--- src/rtl/jump_button_conditioner_pkg.sv ---
// Shared constants for the jump button conditioner: FSM encoding, board
// defaults and a small edge helper.
package jump_button_conditioner_pkg;

    typedef enum logic [1:0] {
        IDLE     = 2'b00,
        HOLD     = 2'b01,
        WAIT_REL = 2'b10,
        RSVD     = 2'b11
    } jbc_state_e;

    // 50 MHz board: 1 ms debounce, ~82 us jump pulse
    localparam int unsigned DEF_DEBOUNCE_CYCLES = 32'd50000;
    localparam int unsigned DEF_HOLD_CYCLES     = 32'd4096;
    localparam int unsigned DEF_CNT_W           = 32'd16;

    function automatic logic rise_edge(input logic cur, input logic prev);
        return cur & ~prev;
    endfunction

endpackage

--- src/rtl/jump_button_conditioner_if.sv ---
// Button-side and processor-side signals of the jump button conditioner.
interface jump_button_conditioner_if;

    logic       btn_raw;
    logic       io_jump;
    logic       btn_level;
    logic [7:0] press_count;
    logic       busy;

    modport master (
        output btn_raw,
        input  io_jump,
        input  btn_level,
        input  press_count,
        input  busy
    );

    modport slave (
        input  btn_raw,
        output io_jump,
        output btn_level,
        output press_count,
        output busy
    );

endinterface

--- src/rtl/jump_button_conditioner_button_debounce.sv ---
// Two-flop synchroniser followed by a consecutive-mismatch debounce counter;
// the debounced level only flips after DEBOUNCE_CYCLES disagreeing cycles.
module button_debounce
    import jump_button_conditioner_pkg::*;
#(
    parameter int unsigned DEBOUNCE_CYCLES = DEF_DEBOUNCE_CYCLES,
    parameter int unsigned CNT_W           = DEF_CNT_W
) (
    input  logic clock,
    input  logic reset,
    input  logic btn_raw_i,
    output logic btn_level_o
);

    localparam logic [CNT_W-1:0] DCNT_MAX  = CNT_W'(DEBOUNCE_CYCLES - 32'd1);
    localparam logic [CNT_W-1:0] DCNT_ZERO = {CNT_W{1'b0}};
    localparam logic [CNT_W-1:0] DCNT_ONE  = CNT_W'(32'd1);

    logic             sync1_q;
    logic             sync2_q;
    logic             level_q;
    logic             level_d;
    logic [CNT_W-1:0] dcnt_q;
    logic [CNT_W-1:0] dcnt_d;

    // Any agreeing sample restarts the count, so short glitches never land
    always_comb begin
        level_d = level_q;
        dcnt_d  = DCNT_ZERO;
        if (sync2_q == level_q) begin
            dcnt_d = DCNT_ZERO;
        end else if (dcnt_q == DCNT_MAX) begin
            level_d = sync2_q;
            dcnt_d  = DCNT_ZERO;
        end else begin
            dcnt_d = dcnt_q + DCNT_ONE;
        end
    end

    // Synchroniser and debounce state registers
    always_ff @(posedge clock or posedge reset) begin
        if (reset) begin
            sync1_q <= 1'b0;
            sync2_q <= 1'b0;
            level_q <= 1'b0;
            dcnt_q  <= DCNT_ZERO;
        end else begin
            sync1_q <= btn_raw_i;
            sync2_q <= sync1_q;
            level_q <= level_d;
            dcnt_q  <= dcnt_d;
        end
    end

    assign btn_level_o = level_q;

endmodule

--- src/rtl/jump_button_conditioner.sv ---
// Turns the raw jump button into a fixed-length io_jump pulse per press,
// blocks auto-repeat while held and counts accepted presses.
module jump_button_conditioner
    import jump_button_conditioner_pkg::*;
#(
    parameter int unsigned DEBOUNCE_CYCLES = DEF_DEBOUNCE_CYCLES,
    parameter int unsigned HOLD_CYCLES     = DEF_HOLD_CYCLES,
    parameter int unsigned CNT_W           = DEF_CNT_W
) (
    input  logic                      clock,
    input  logic                      reset,
    jump_button_conditioner_if.slave  bus
);

    localparam logic [CNT_W-1:0] HCNT_MAX  = CNT_W'(HOLD_CYCLES - 32'd1);
    localparam logic [CNT_W-1:0] HCNT_ZERO = {CNT_W{1'b0}};
    localparam logic [CNT_W-1:0] HCNT_ONE  = CNT_W'(32'd1);

    logic             btn_level_s;
    logic             rise_s;
    logic             lvl_d_q;
    jbc_state_e       state_q;
    jbc_state_e       state_d;
    logic [CNT_W-1:0] hcnt_q;
    logic [CNT_W-1:0] hcnt_d;
    logic             io_jump_q;
    logic             io_jump_d;
    logic             busy_q;
    logic             busy_d;
    logic [7:0]       press_count_q;
    logic [7:0]       press_count_d;

    button_debounce #(
        .DEBOUNCE_CYCLES (DEBOUNCE_CYCLES),
        .CNT_W           (CNT_W)
    ) u_debounce (
        .clock       (clock),
        .reset       (reset),
        .btn_raw_i   (bus.btn_raw),
        .btn_level_o (btn_level_s)
    );

    assign rise_s = rise_edge(btn_level_s, lvl_d_q);

    // Next-state logic; a rise outside IDLE is deliberately dropped
    always_comb begin
        state_d       = state_q;
        hcnt_d        = hcnt_q;
        io_jump_d     = io_jump_q;
        press_count_d = press_count_q;
        case (state_q)
            IDLE: begin
                io_jump_d = 1'b0;
                if (rise_s) begin
                    state_d       = HOLD;
                    io_jump_d     = 1'b1;
                    hcnt_d        = HCNT_MAX;
                    press_count_d = press_count_q + 8'd1;
                end else begin
                    state_d = IDLE;
                end
            end
            HOLD: begin
                io_jump_d = 1'b1;
                if (hcnt_q != HCNT_ZERO) begin
                    hcnt_d = hcnt_q - HCNT_ONE;
                end else begin
                    io_jump_d = 1'b0;
                    if (btn_level_s) begin
                        state_d = WAIT_REL;
                    end else begin
                        state_d = IDLE;
                    end
                end
            end
            WAIT_REL: begin
                io_jump_d = 1'b0;
                if (!btn_level_s) begin
                    state_d = IDLE;
                end else begin
                    state_d = WAIT_REL;
                end
            end
            default: begin
                state_d   = IDLE;
                io_jump_d = 1'b0;
                hcnt_d    = HCNT_ZERO;
            end
        endcase
        busy_d = (state_d == HOLD) || (state_d == WAIT_REL);
    end

    // State, counters and registered outputs
    always_ff @(posedge clock or posedge reset) begin
        if (reset) begin
            state_q       <= IDLE;
            hcnt_q        <= HCNT_ZERO;
            io_jump_q     <= 1'b0;
            busy_q        <= 1'b0;
            press_count_q <= 8'd0;
            lvl_d_q       <= 1'b0;
        end else begin
            state_q       <= state_d;
            hcnt_q        <= hcnt_d;
            io_jump_q     <= io_jump_d;
            busy_q        <= busy_d;
            press_count_q <= press_count_d;
            lvl_d_q       <= btn_level_s;
        end
    end

    assign bus.io_jump     = io_jump_q;
    assign bus.btn_level   = btn_level_s;
    assign bus.press_count = press_count_q;
    assign bus.busy        = busy_q;

endmodule

--- src/flat_wrapper.sv ---
// flat-port wrapper written by rule: the top's interface ports become plain ports
module jump_button_conditioner_flat import jump_button_conditioner_pkg::*;
#(
    parameter int unsigned DEBOUNCE_CYCLES = DEF_DEBOUNCE_CYCLES,
    parameter int unsigned HOLD_CYCLES     = DEF_HOLD_CYCLES,
    parameter int unsigned CNT_W           = DEF_CNT_W
)
  (clock, reset, bus_btn_raw, bus_io_jump, bus_btn_level, bus_press_count, bus_busy);
  jump_button_conditioner_if bus_i ();
  input  logic clock;
  input  logic reset;
  input wire logic [$bits(bus_i.btn_raw)-1:0] bus_btn_raw;
  output wire logic [$bits(bus_i.io_jump)-1:0] bus_io_jump;
  output wire logic [$bits(bus_i.btn_level)-1:0] bus_btn_level;
  output wire logic [$bits(bus_i.press_count)-1:0] bus_press_count;
  output wire logic [$bits(bus_i.busy)-1:0] bus_busy;
  assign bus_i.btn_raw = bus_btn_raw;
  assign bus_io_jump = bus_i.io_jump;
  assign bus_btn_level = bus_i.btn_level;
  assign bus_press_count = bus_i.press_count;
  assign bus_busy = bus_i.busy;
  jump_button_conditioner #(.DEBOUNCE_CYCLES(DEBOUNCE_CYCLES), .HOLD_CYCLES(HOLD_CYCLES), .CNT_W(CNT_W)) u_core (.clock(clock), .reset(reset), .bus(bus_i));
endmodule
--- config.mk ---
export PLATFORM = sky130hd
export DESIGN_NAME = jump_button_conditioner_flat
export DESIGN_NICKNAME = d
export VERILOG_FILES = /design/src/rtl/jump_button_conditioner_pkg.sv /design/src/rtl/jump_button_conditioner_if.sv /design/src/rtl/jump_button_conditioner_button_debounce.sv /design/src/rtl/jump_button_conditioner.sv /design/src/flat_wrapper.sv
export SDC_FILE = /design/constraint.sdc
export NUM_CORES = 1
export LEC_CHECK = 0
export BUFFER_PORTS_ARGS = -buffer_cell sky130_fd_sc_hd__buf_2
export CORE_ASPECT_RATIO = 1.75
export CORE_MARGIN = 4
export CORE_UTILIZATION = 60
export DETAILED_ROUTE_END_ITERATION = 16
export GPL_TIMING_DRIVEN = 0
export PLACE_DENSITY = 0.79
export SYNTH_ARGS = -nofsm -noshare
export SYNTH_HDL_FRONTEND = slang
export SYNTH_SLANG_ARGS = --single-unit
--- constraint.sdc ---
create_clock -name clock -period 4.1 [get_ports clock]
set_clock_uncertainty 0.05 [all_clocks]
set_input_delay 0.41 -clock clock [delete_from_list [all_inputs] [get_ports clock]]
set_output_delay 0.41 -clock clock [all_outputs]
set_load 0.02 [all_outputs]
After elaboration in Yosys (flattened, before gate mapping) --
Cells that the tools add are included.
Cells by class: add/subtract/negate cells 3, equal/unequal tests 8, multiplexer cells 12, bitwise gates (word level) 4, reduce and logical (&&, ||, !) cells 6
Operator list (number):
- 16-bit two-way mux | 4
- 16-bit case mux with 3 select lines | 1
- 16-bit by 1-bit adder with 16-bit output, second input constant | 1
- 16-bit == test, second input constant | 1
- 16-bit nonzero test | 1
- 16-bit by 1-bit subtractor with 16-bit output, second input constant | 1
- 8-bit by 1-bit adder with 8-bit output, second input constant | 1
- 2-bit case mux with 3 select lines | 1
- 2-bit by 1-bit == test with 1-bit output, second input constant | 2
- 2-bit == test, second input constant | 2
- 2-bit two-way mux | 2
- 2-bit by 1-bit inequality test with 1-bit output, second input constant | 2
- 2-bit AND reduction | 2
- 1-bit two-way mux | 3
- 1-bit NOT | 3
- 3-bit AND reduction | 1
- 2-bit logical NOT | 1
- 1-bit case mux with 2 select lines | 1
- 1-bit AND | 1
- 1-bit == test | 1
- 1-bit logical OR | 1
Storage, ports and cells: register bits after elaboration 48, input bits 3, output and inout bits 11

Longest topological paths before layout --
Gate-level depths: netlist of the first run.
depth in word-level cells 6, gate-level depth with buffers 7

Modules after synthesis --
From an unflattened synthesis of the first run, not the netlist that was laid out.
Unflattened totals: cell total of the unflattened synthesis 236, area, all modules 2560.0 µm²
Modules (own cells, without submodules):
- jump_button_conditioner | instances 1, cells each 149, area each 1577.8 µm²
- button_debounce | instances 1, cells each 87, area each 982.2 µm²

Least setup slack after synthesis of the first run --
Ideal clock, no wire load.
path type flip-flop to flip-flop, start reg u_core.hcnt_q[0], end reg u_core.hcnt_q[10], setup time 0.069 ns, arrival time 1.757 ns, setup slack 2.223 ns, cell stages (with the launch flop) 8, path buffers 0, period minus slack after synthesis 1.877 ns, path through dfrtp_1 -> inv_1 -> ha_1 -> or3b_1 -> nor3_2 -> nand2_1 -> or4_1 -> nand3_1
On the way: word-level cells in the longest chain between the ends 3
Ends and longest elaborated chain:
- start: declaration | RTL line jump_button_conditioner.sv:24 | logic [CNT_W-1:0] hcnt_q;
- start signal: assignment | RTL line jump_button_conditioner.sv:104 | hcnt_q <= hcnt_d;
- 16-bit by 1-bit subtractor with 16-bit output or 16-bit nonzero test (tied branches) | RTL line jump_button_conditioner.sv:66, jump_button_conditioner.sv:65
- 16-bit two-way mux or 2-bit by 1-bit inequality test with 1-bit output (tied branches)
- 16-bit case mux with 3 select lines or 3-bit AND reduction (tied branches)
Parallel ways exist; a longest one is shown, timed or not. The select of a mux whose other input is x is not followed. A chain may end at the register's enable or synchronous reset.

Worst setup path in the final report of the first run --
Ends and elaborated chain as after synthesis.

==> flow_metrics.py, run 1 <==
metrics = {
    "worst_setup_path": {
        "cp-end-kind": "flip-flop",
        "path_cells": "inv_1, ha_1, or3b_1, nor3_2, nand2_1, or4_1, nand3_1",
        "crit_type": "reg2reg",
        "r2r_slack_ns": 1.94,
        "critPathTopFamily": "simple AND/OR/NAND/NOR gates",
        "critPathMaxFanout": 5,
        "cp_slowest_cell": "or3b_1",
        "slowest_delay_ns": 0.46,
        "start_kind": "flip-flop",
        "cp.required_ns": 4.30,
        "path_buf_inv": 1,
        "arrival_ns": 2.36,
    },
    "clock_network": {
        "tritoncts": "built",
        "post_cts_resized": 0,
        "post-cts-setup-buffers": 0,
        "cts_root_buf": "clkbuf_8",
        "clockBufferDepth": 2,
        "clk_pin_slew_ns": 0.09,
        "h-tree-depth": 2,
        "hold_buffers": 0,
        "clk_latency_ns": 0.30,
        "cts_buffers": 5,
        "numClockSinks": 48,
    },
    "layout": {
        "drive_gt1_share_pct": 16.2,
        "antenna_cells": 0,
        "layout.nets": 265,
        "num-fill-cells": 333,
        "area_growth_pct": 10.6,
    },
    "logic_synthesis": {
        "synthArstFlopShare_pct": 100,
        "synth_area_leaders": "dfrtp_1 (50%), xnor2_1 (6.9%), nor2_1 (4.3%)",
        "ys_seq_elements": 48,
        "synth_edf_count": 0,
        "synth_cell_types": 54,
        "synth_seq_area_share_pct": 49.6,
        "synthFlopType": "dfrtp_1",
        "synthCells": 237,
        "syn_nets": 244,
        "synth_common_cells": "dfrtp_1 (48), nor2_1 (28), nand2_1 (22)",
        "syn_avg_cell_area_um2": 10.2,
        "yosysTopAreaCellShare_pct": 49.6,
        "synth_area_leader_cell": "dfrtp_1",
        "synthesis.area_um2": 2420,
        "ys_warn_count": 0,
        "synth_most_common_cell": "dfrtp_1",
    },
    "outcome": {
        "status": "complete, but fails checks",
        "violations": "negative hold slack",
    },
    "detailed_routing": {
        "wl_met2_um": 2880,
        "wl_per_cell_um": 16.7,
        "firstDrtPassIters": 4,
        "drt_iter0_drc": 114,
        "wl_um": 5120,
        "wl_met3_um": 182,
        "ant_nets": 0,
        "highest_layer": "met4",
        "viasPerCell": 6.19,
        "met1Wirelength_um": 1940,
        "drc": 0,
        "num_vias": 1899,
    },
    "place": {
        "dp_slack_ns": 1.99,
        "portBuffers": 13,
        "dp_hpwl_um": 3740,
        "place_congestion": 0.886,
    },
    "floorplan": {
        "fp-row-count": 30,
        "start_util_pct": 62.0,
        "die_area_um2": 5150,
        "die_h_um": 92.0,
        "ios": 14,
        "die_w_um": 56.0,
        "coreArea_um2": 3900,
    },
    "timing": {
        "grt_setup_unrepaired": "false",
        "setup_violations": 0,
        "timing.fmax_ghz": 0.463,
        "relSlewSlack_pct": 60.7,
        "period_share_pct": 52.7,
        "hold_ws_ns": -0.000940,
        "worst_slew_pin_slew_ns": 0.587,
        "finalHoldViolCount": 1,
        "tns_ns": 0,
        "drv_slew": 0,
        "layout_min_cycle_time_ns": 2.16,
        "setup_slack_ns": 1.94,
    },
    "global_route": {
        "grt_max_degree": 36,
        "grt_pass1_wl_um": 8910,
        "grt_overflow": 0,
        "grt_util_all_layers_pct": 21.6,
        "grt_pass1_vias": 1939,
        "antenna_found_initial": 0,
    },
    "pwr": {
        "cellPowerDensity_nw_per_um2": 314,
        "ir_drop_uv": 250,
        "p_leak_nw": 1.31,
    },
    "run": {
        "drv_cap": 0,
    },
    "hold_path": {
        "hp-class": "in2async",
    },
}
-- per-layer routing --
layer / vias to the layer above / global-route usage (%)
met5: - / 0
met4: 0 / 8.51
met3: 15 / 3.38
met2: 47 / 39.8
met1: 946 / 24.1
li1: 891 / -
-- worst paths after layout --
check / start / to / depth (start not counted)
max in group asynchronous: reset / u_core.hcnt_q[12]$_DFFE_PP0P_ / 3
min reg2reg: u_core.u_debounce.sync1_q$_DFF_PP0_ / u_core.u_debounce.sync2_q$_DFF_PP0_ / 0
min in group clock: bus_btn_raw / u_core.u_debounce.sync1_q$_DFF_PP0_ / 1
max reg2reg: u_core.hcnt_q[0]$_DFFE_PP0P_ / u_core.hcnt_q[10]$_DFFE_PP0P_ / 7
max: u_core.hcnt_q[0]$_DFFE_PP0P_ / u_core.hcnt_q[10]$_DFFE_PP0P_ / 7
min: reset / u_core.bus.press_count[6]$_DFFE_PP0P_ / 2
-- report_power, final --
part / internal, mW / switching, mW
Combinational: 0.00529 / 0.0137
Clock: 0.181 / 0.163
Sequential: 0.476 / 0.00205
Total: 0.662 / 0.179
-- flip-flops by register name (all words and copies together), names as in the netlist --
name / count
u_core.bus.press_count: 8
u_core.u_debounce.sync1_q: 1
u_core.u_debounce.dcnt_q: 16
u_core.state_q: 2
u_core.lvl_d_q: 1
u_core.bus.io_jump: 1
u_core.hcnt_q: 16
u_core.u_debounce.btn_level_o: 1
u_core.u_debounce.sync2_q: 1
u_core.bus.busy: 1
-- cells by family after synthesis --
family                     after synthesis  synth area share [%]
AOI/OAI and AO/OA                       42                  13.7
buffers and inverters                   16                  2.59
xor gates and xnor gates                22                  7.96
DFF                                     48                  49.6
and+or+nand+nor                        103                  23.2
adders and majority gates                4                  2.07
muxes                                    2                 0.879
-- stage by stage --
| stage | power, mW | util [%] | area [um^2] | std cells |
|---|---|---|---|---|
| floorplan | 0.500 | - | 2420 | 237 |
| global placement | 0.505 | 65.2 | 2540 | 298 |
| detailed placement | 0.508 | 65.7 | 2560 | 299 |
| CTS | 0.846 | 68.6 | 2680 | 307 |
| global route | 0.867 | 68.6 | 2680 | 307 |
| finish | 0.841 | 68.6 | 2680 | 307 |
-- area by class of cell --
| class | count | area, um^2 | area share [%] |
|---|---|---|---|
| sequential | 48 | 1200 | 44.9 |
| multi-input combinational | 173 | 1160 | 43.2 |
| timing repair buffer | 14 | 85.1 | 3.18 |
| clock buffer | 5 | 68.8 | 2.57 |
| tap | 48 | 60.1 | 2.24 |
| clock inverter | 3 | 42.5 | 1.59 |
| inverter | 11 | 41.3 | 1.54 |
| buffer | 5 | 21.3 | 0.795 |
-- cell usage in the layout, fill, tap and decap left out, types with 2 or more instances in the layout --
cell type,n
a21o_1,3
a21oi_1,6
a221oi_1,2
a22o_1,2
a31oi_1,3
and3_1,7
buf_2,15
clkbuf_1,3
clkbuf_8,5
dfrtp_1,48
ha_1,4
inv_1,8
inv_2,3
nand2_1,22
nand3_1,8
nand3_2,2
nand4_1,8
nor2_1,28
nor3_1,10
nor3_2,3
nor4_2,2
o211ai_1,2
o21ai_0,5
o21ai_1,2
o311ai_0,2
o31ai_1,3
xnor2_1,19
xor2_1,3
No activity file was read; power rests on OpenSTA's default activity.
==> inputs of run 2 (changes only) <==
--- a/config.mk
+++ b/config.mk
@@ -8,10 +8,10 @@
 export BUFFER_PORTS_ARGS = -buffer_cell sky130_fd_sc_hd__buf_2
 export CORE_ASPECT_RATIO = 1.75
 export CORE_MARGIN = 4
-export CORE_UTILIZATION = 60
+export CORE_UTILIZATION = 54
 export DETAILED_ROUTE_END_ITERATION = 16
 export GPL_TIMING_DRIVEN = 0
-export PLACE_DENSITY = 0.79
+export PLACE_DENSITY = 0.75
 export SYNTH_ARGS = -nofsm -noshare
 export SYNTH_HDL_FRONTEND = slang
 export SYNTH_SLANG_ARGS = --single-unit
==> constraint.sdc (replaced) <==
create_clock -name clock -period 1.8 [get_ports clock]
set_clock_uncertainty 0.05 [all_clocks]
set_input_delay 0.18 -clock clock [delete_from_list [all_inputs] [get_ports clock]]
set_output_delay 0.18 -clock clock [all_outputs]
set_load 0.02 [all_outputs]
==> flow_metrics.py, run 2 (synthesis gave the netlist of run 1 again) <==
metrics = {
    "layout": {
        "final_cell_mix": "dfrtp_1 (41), buf_4 (31), nor2_1 (25)",
        "layout.nets": 299,
        "design_area_um2": 3160,
        "fin_util_pct": 72.4,
        "area_growth_pct": 30.7,
        "instances_no_fill": 343,
        "num-fill-cells": 309,
        "antenna_cells": 0,
        "drive_gt1_share_pct": 36.0,
        "layout_commonest_cell": "dfrtp_1",
    },
    "place": {
        "dp_hpwl_um": 3800,
        "portBuffers": 13,
        "numPlacedInstances": 302,
        "dp_slack_ns": -0.291,
        "place_area_um2": 2570,
        "place_congestion": 0.929,
    },
    "clock_network": {
        "clk_pin_slew_ns": 0.09,
        "tritoncts": "built",
        "numClockSinks": 48,
        "clockBufferDepth": 2,
        "h-tree-depth": 2,
        "cts_root_buf": "clkbuf_8",
        "clk_latency_ns": 0.30,
        "cts_buffers": 5,
    },
    "floorplan": {
        "die_h_um": 96.6,
        "die_w_um": 58.6,
        "die_area_um2": 5660,
        "start_util_pct": 55.4,
        "coreArea_um2": 4360,
        "ios": 14,
        "fp-row-count": 32,
    },
    "worst_setup_path": {
        "critPathMaxFanout": 4,
        "arrival_ns": 2.11,
        "start_kind": "flip-flop",
        "cp.required_ns": 1.99,
        "cp-end-kind": "flip-flop",
        "crit_type": "reg2reg",
    },
    "pwr": {
        "total_power_mw": 2.04,
        "seq_power_share_pct": 53.3,
        "p_comb_share_pct": 2.3,
        "cellPowerDensity_nw_per_um2": 647,
        "ir_drop_uv": 510,
        "switchingPower_uw": 398,
        "p_leak_nw": 1.55,
        "p_int_mw": 1.65,
        "switching_share_pct": 19.5,
        "p_clk_share_pct": 44.5,
    },
    "outcome": {
        "status": "complete, but fails checks",
        "violations": "negative setup slack",
    },
    "detailed_routing": {
        "drt_iter0_drc": 105,
        "num_vias": 2115,
        "drc": 0,
        "viasPerCell": 6.17,
        "wl_per_cell_um": 18.1,
        "ant_nets": 0,
        "firstDrtPassIters": 5,
        "wl_um": 6230,
    },
    "timing": {
        "setup_violations": 11,
        "finalHoldViolCount": 0,
        "layout_min_cycle_time_ns": 1.92,
        "hold_ws_ns": 0.305,
        "relSlewSlack_pct": 63.2,
        "timing.fmax_ghz": 0.521,
        "worst_slew_pin_slew_ns": 0.552,
        "grt_setup_unrepaired": "true",
        "tns_ns": -0.499,
        "drv_slew": 0,
        "setup_slack_ns": -0.118,
        "period_share_pct": 107,
    },
    "global_route": {
        "grt_util_all_layers_pct": 23.2,
        "grt_pass1_wl_um": 9990,
        "grt_overflow": 0,
        "grt_pass1_vias": 2090,
        "grt_max_degree": 36,
        "antenna_found_initial": 0,
    },
    "hold_path": {
        "hp-class": "reg2reg",
    },
    "run": {
        "drv_cap": 0,
    },
}
run 2: cell count changes in the layout (fill, tap and decap cells not counted), sizes merged:
cell | previous run | this run
dlygate4sd3 | 0 | 2
buf | 16 | 49
bufinv | 1 | 2
clkinvlp | 1 | 0
clkinv | 1 | 0
clkbuf | 8 | 7
run 2: power groups by stage:
stage          sequential (mW)  combinational, mW  clock [mW]
4_1_cts                   1.09             0.0474       0.919
3_3_place_gp              1.11             0.0384           0
3_5_place_dp              1.11             0.0448           0
2_1_floorplan             1.11             0.0280           0
6_report                  1.09             0.0461       0.909
5_1_grt                   1.09             0.0551       0.962
run 2: path summary, 6_finish.rpt:
path	slack, ns	cells after the start	endpoint	from
max in group asynchronous	0.87	4	u_core.hcnt_q[12]$_DFFE_PP0P_	reset
worst max-delay path	-0.12	7	u_core.hcnt_q[10]$_DFFE_PP0P_	u_core.hcnt_q[1]$_DFFE_PP0P_
worst min register to register	0.31	0	u_core.u_debounce.sync2_q$_DFF_PP0_	u_core.u_debounce.sync1_q$_DFF_PP0_
min in group asynchronous	0.32	3	u_core.u_debounce.dcnt_q[9]$_DFF_PP0_	reset
worst max register to register	-0.12	7	u_core.hcnt_q[10]$_DFFE_PP0P_	u_core.hcnt_q[1]$_DFFE_PP0P_
worst min-delay path	0.31	0	u_core.u_debounce.sync2_q$_DFF_PP0_	u_core.u_debounce.sync1_q$_DFF_PP0_
run 2: area by class of cell:
cell class / count / area [um^2] / area share, %
Multi-Input combinational cell: 173 / 1330 / 42.1
Sequential cell: 48 / 1210 / 38.3
Timing Repair Buffer: 49 / 360 / 11.4
Clock buffer: 5 / 68.8 / 2.18
Tap cell: 51 / 63.8 / 2.02
Clock inverter: 2 / 60.1 / 1.90
Inverter: 11 / 41.3 / 1.31
Buffer: 4 / 25.0 / 0.791
run 2: timing repair:
action	4_1_cts	5_1_grt
setup buffers	16	17
pin swaps	10	11
endpoints found under the setup margin	24	32
hold buffers	2	0
hold endpoints to repair	14	0
resized for setup	23	30
run 2: worst max-delay path, stage by stage, from the launching register on:
cell,delay (ns)
dfrtp_1,0.42
inv_2,0.09
ha_4,0.15
or3b_4,0.41
nor3_4,0.14
nand2_2,0.10
or4_1,0.42
nand3_1,0.08
run 2: metal layers:
layer | GRT usage, % | vias to the layer above | share of wire (%)
li1 | - | 959 | -
met1 | 24.9 | 1045 | 36
met2 | 43.1 | 81 | 56
met3 | 3.06 | 30 | 4.4
met4 | 12.1 | 0 | 4.6
met5 | 0 | - | 0
==> inputs of run 3 (changes only) <==
--- a/config.mk
+++ b/config.mk
@@ -12,6 +12,7 @@
 export DETAILED_ROUTE_END_ITERATION = 16
 export GPL_TIMING_DRIVEN = 0
 export PLACE_DENSITY = 0.75
+export REMOVE_ABC_BUFFERS = 1
 export SYNTH_ARGS = -nofsm -noshare
 export SYNTH_HDL_FRONTEND = slang
 export SYNTH_SLANG_ARGS = --single-unit
==> constraint.sdc (replaced) <==
create_clock -name clock -period 1.8 [get_ports clock]
set_clock_uncertainty 0.05 [all_clocks]
set_input_delay 0.36 -clock clock [delete_from_list [all_inputs] [get_ports clock]]
set_output_delay 0.36 -clock clock [all_outputs]
set_load 0.02 [all_outputs]
==> flow_metrics.py, run 3 (synthesis gave the netlist of run 1 again) <==
metrics = {
    "timing": {
        "setup_slack_ns": -0.104,
        "drv_slew": 0,
        "relSlewSlack_pct": 63.4,
        "finalHoldViolCount": 0,
        "setup_violations": 9,
        "worst_slew_pin_slew_ns": 0.549,
        "layout_min_cycle_time_ns": 1.90,
        "period_share_pct": 106,
        "grt_setup_unrepaired": "true",
        "hold_ws_ns": 0.0407,
        "timing.fmax_ghz": 0.525,
    },
    "run": {
        "drv_cap": 0,
    },
    "floorplan": {
        "coreArea_um2": 4360,
        "die_w_um": 58.6,
        "die_area_um2": 5660,
        "die_h_um": 96.6,
        "start_util_pct": 55.4,
        "fp-row-count": 32,
        "ios": 14,
    },
    "hold_path": {
        "hp-class": "in2async",
    },
    "pwr": {
        "p_clk_share_pct": 37.9,
        "cellPowerDensity_nw_per_um2": 615,
        "ir_drop_uv": 534,
        "seq_power_share_pct": 59.7,
        "switching_share_pct": 22.8,
        "p_int_mw": 1.41,
        "switchingPower_uw": 417,
        "p_comb_share_pct": 2.4,
        "p_leak_nw": 1.44,
    },
    "detailed_routing": {
        "drt_iter0_drc": 109,
        "wl_um": 5890,
        "ant_nets": 0,
        "viasPerCell": 6.24,
        "drc": 0,
        "firstDrtPassIters": 4,
        "wl_per_cell_um": 17.8,
        "num_vias": 2064,
    },
    "layout": {
        "num-fill-cells": 329,
        "drive_gt1_share_pct": 32.1,
        "layout_commonest_cell": "dfrtp_1",
        "layout.nets": 286,
        "area_growth_pct": 22.8,
        "instances_no_fill": 331,
        "antenna_cells": 0,
        "final_cell_mix": "dfrtp_1 (39), nor2_1 (26), buf_4 (25)",
    },
    "global_route": {
        "grt_util_all_layers_pct": 20.7,
        "grt_pass1_vias": 2014,
        "antenna_found_initial": 0,
        "grt_overflow": 0,
        "grt_max_degree": 26,
        "grt_pass1_wl_um": 9050,
    },
    "worst_setup_path": {
        "crit_type": "reg2reg",
        "cp-end-kind": "flip-flop",
        "arrival_ns": 2.10,
        "critPathMaxFanout": 3,
        "cp.required_ns": 1.99,
        "start_kind": "flip-flop",
    },
    "place": {
        "dp_hpwl_um": 3500,
        "numPlacedInstances": 297,
        "place_congestion": 0.816,
        "portBuffers": 13,
    },
    "clock_network": {
        "clk_latency_ns": 0.30,
        "numClockSinks": 48,
        "clk_pin_slew_ns": 0.10,
        "cts_root_buf": "clkbuf_8",
        "tritoncts": "built",
        "clockBufferDepth": 2,
        "cts_buffers": 5,
        "h-tree-depth": 2,
    },
    "outcome": {
        "violations": "negative setup slack",
        "status": "complete, but fails checks",
    },
}
-- run 3: path summary, 6_finish.rpt --
kind                            slack, ns                               endpoint                                 from  depth (start not counted)
worst max-delay path                -0.10          u_core.hcnt_q[10]$_DFFE_PP0P_         u_core.hcnt_q[1]$_DFFE_PP0P_                          7
worst min-delay path                 0.04  u_core.u_debounce.dcnt_q[8]$_DFF_PP0_                                reset                          2
worst max register to register      -0.10          u_core.hcnt_q[10]$_DFFE_PP0P_         u_core.hcnt_q[1]$_DFFE_PP0P_                          7
worst min register to register       0.31    u_core.u_debounce.sync2_q$_DFF_PP0_  u_core.u_debounce.sync1_q$_DFF_PP0_                          0
max in group asynchronous            1.12          u_core.hcnt_q[12]$_DFFE_PP0P_                                reset                          3
min in group clock                   0.11    u_core.u_debounce.sync1_q$_DFF_PP0_                          bus_btn_raw                          1
-- run 3: final cells by class --
type,count,area (um^2),share of cell area [%]
Inverter,11,41.3,1.39
Tap cell,51,63.8,2.15
Clock inverter,2,15.0,0.505
Sequential cell,48,1210,40.8
Multi-Input combinational cell,173,1270,42.8
Clock buffer,6,82.6,2.78
Timing Repair Buffer,40,284,9.56
-- run 3: through the flow --
stage / cell area [um^2] / power (mW) / setup slack [ns] / TNS [ns] / util [%]
5_1_grt: 2970 / 1.89 / -0.160 / -1.50 / 68.1
4_1_cts: 2810 / 1.84 / -0.130 / -0.643 / 64.3
2_1_floorplan: 2400 / 1.14 / -0.122 / -0.767 / -
3_3_place_gp: 2530 / 1.15 / -0.486 / -24.62 / 57.9
6_report: 2970 / 1.83 / -0.104 / -0.464 / 68.1
3_5_place_dp: 2550 / 1.16 / -0.446 / -5.59 / 58.4
-- run 3: layer usage --
metal / wire length [um] / global-route usage, % / vias to the layer above
met5: 0 / 0 / -
met2: 3260 / 37.1 / 77
met4: 195 / 11.2 / 0
li1: - / - / 934
met1: 2210 / 23.1 / 1032
met3: 226 / 3.19 / 21
-- run 3: power by group through the flow --
stage | Combinational (mW) | Sequential, mW | Clock [mW]
after CTS | 0.0452 | 1.09 | 0.702
after global placement | 0.0384 | 1.11 | 0
final | 0.0433 | 1.09 | 0.692
after detailed placement | 0.0446 | 1.11 | 0
after floorplan | 0.0273 | 1.11 | 0
after global routing | 0.0509 | 1.09 | 0.742
-- run 3: what timing repair did --
item / in CTS / in global routing
endpoints found under the setup margin: 24 / 35
hold buffers: 0 / 0
resized for setup: 16 / 21
hold endpoints to repair: 0 / 0
pin swaps: 3 / 9
setup buffers: 14 / 12
-- run 3: critical path: stages (launching register included) --
cell	delay, ns
dfrtp_2	0.44
inv_2	0.08
ha_4	0.12
or3b_4	0.41
nor3_4	0.17
nand2_2	0.11
or4_1	0.40
nand3_1	0.08
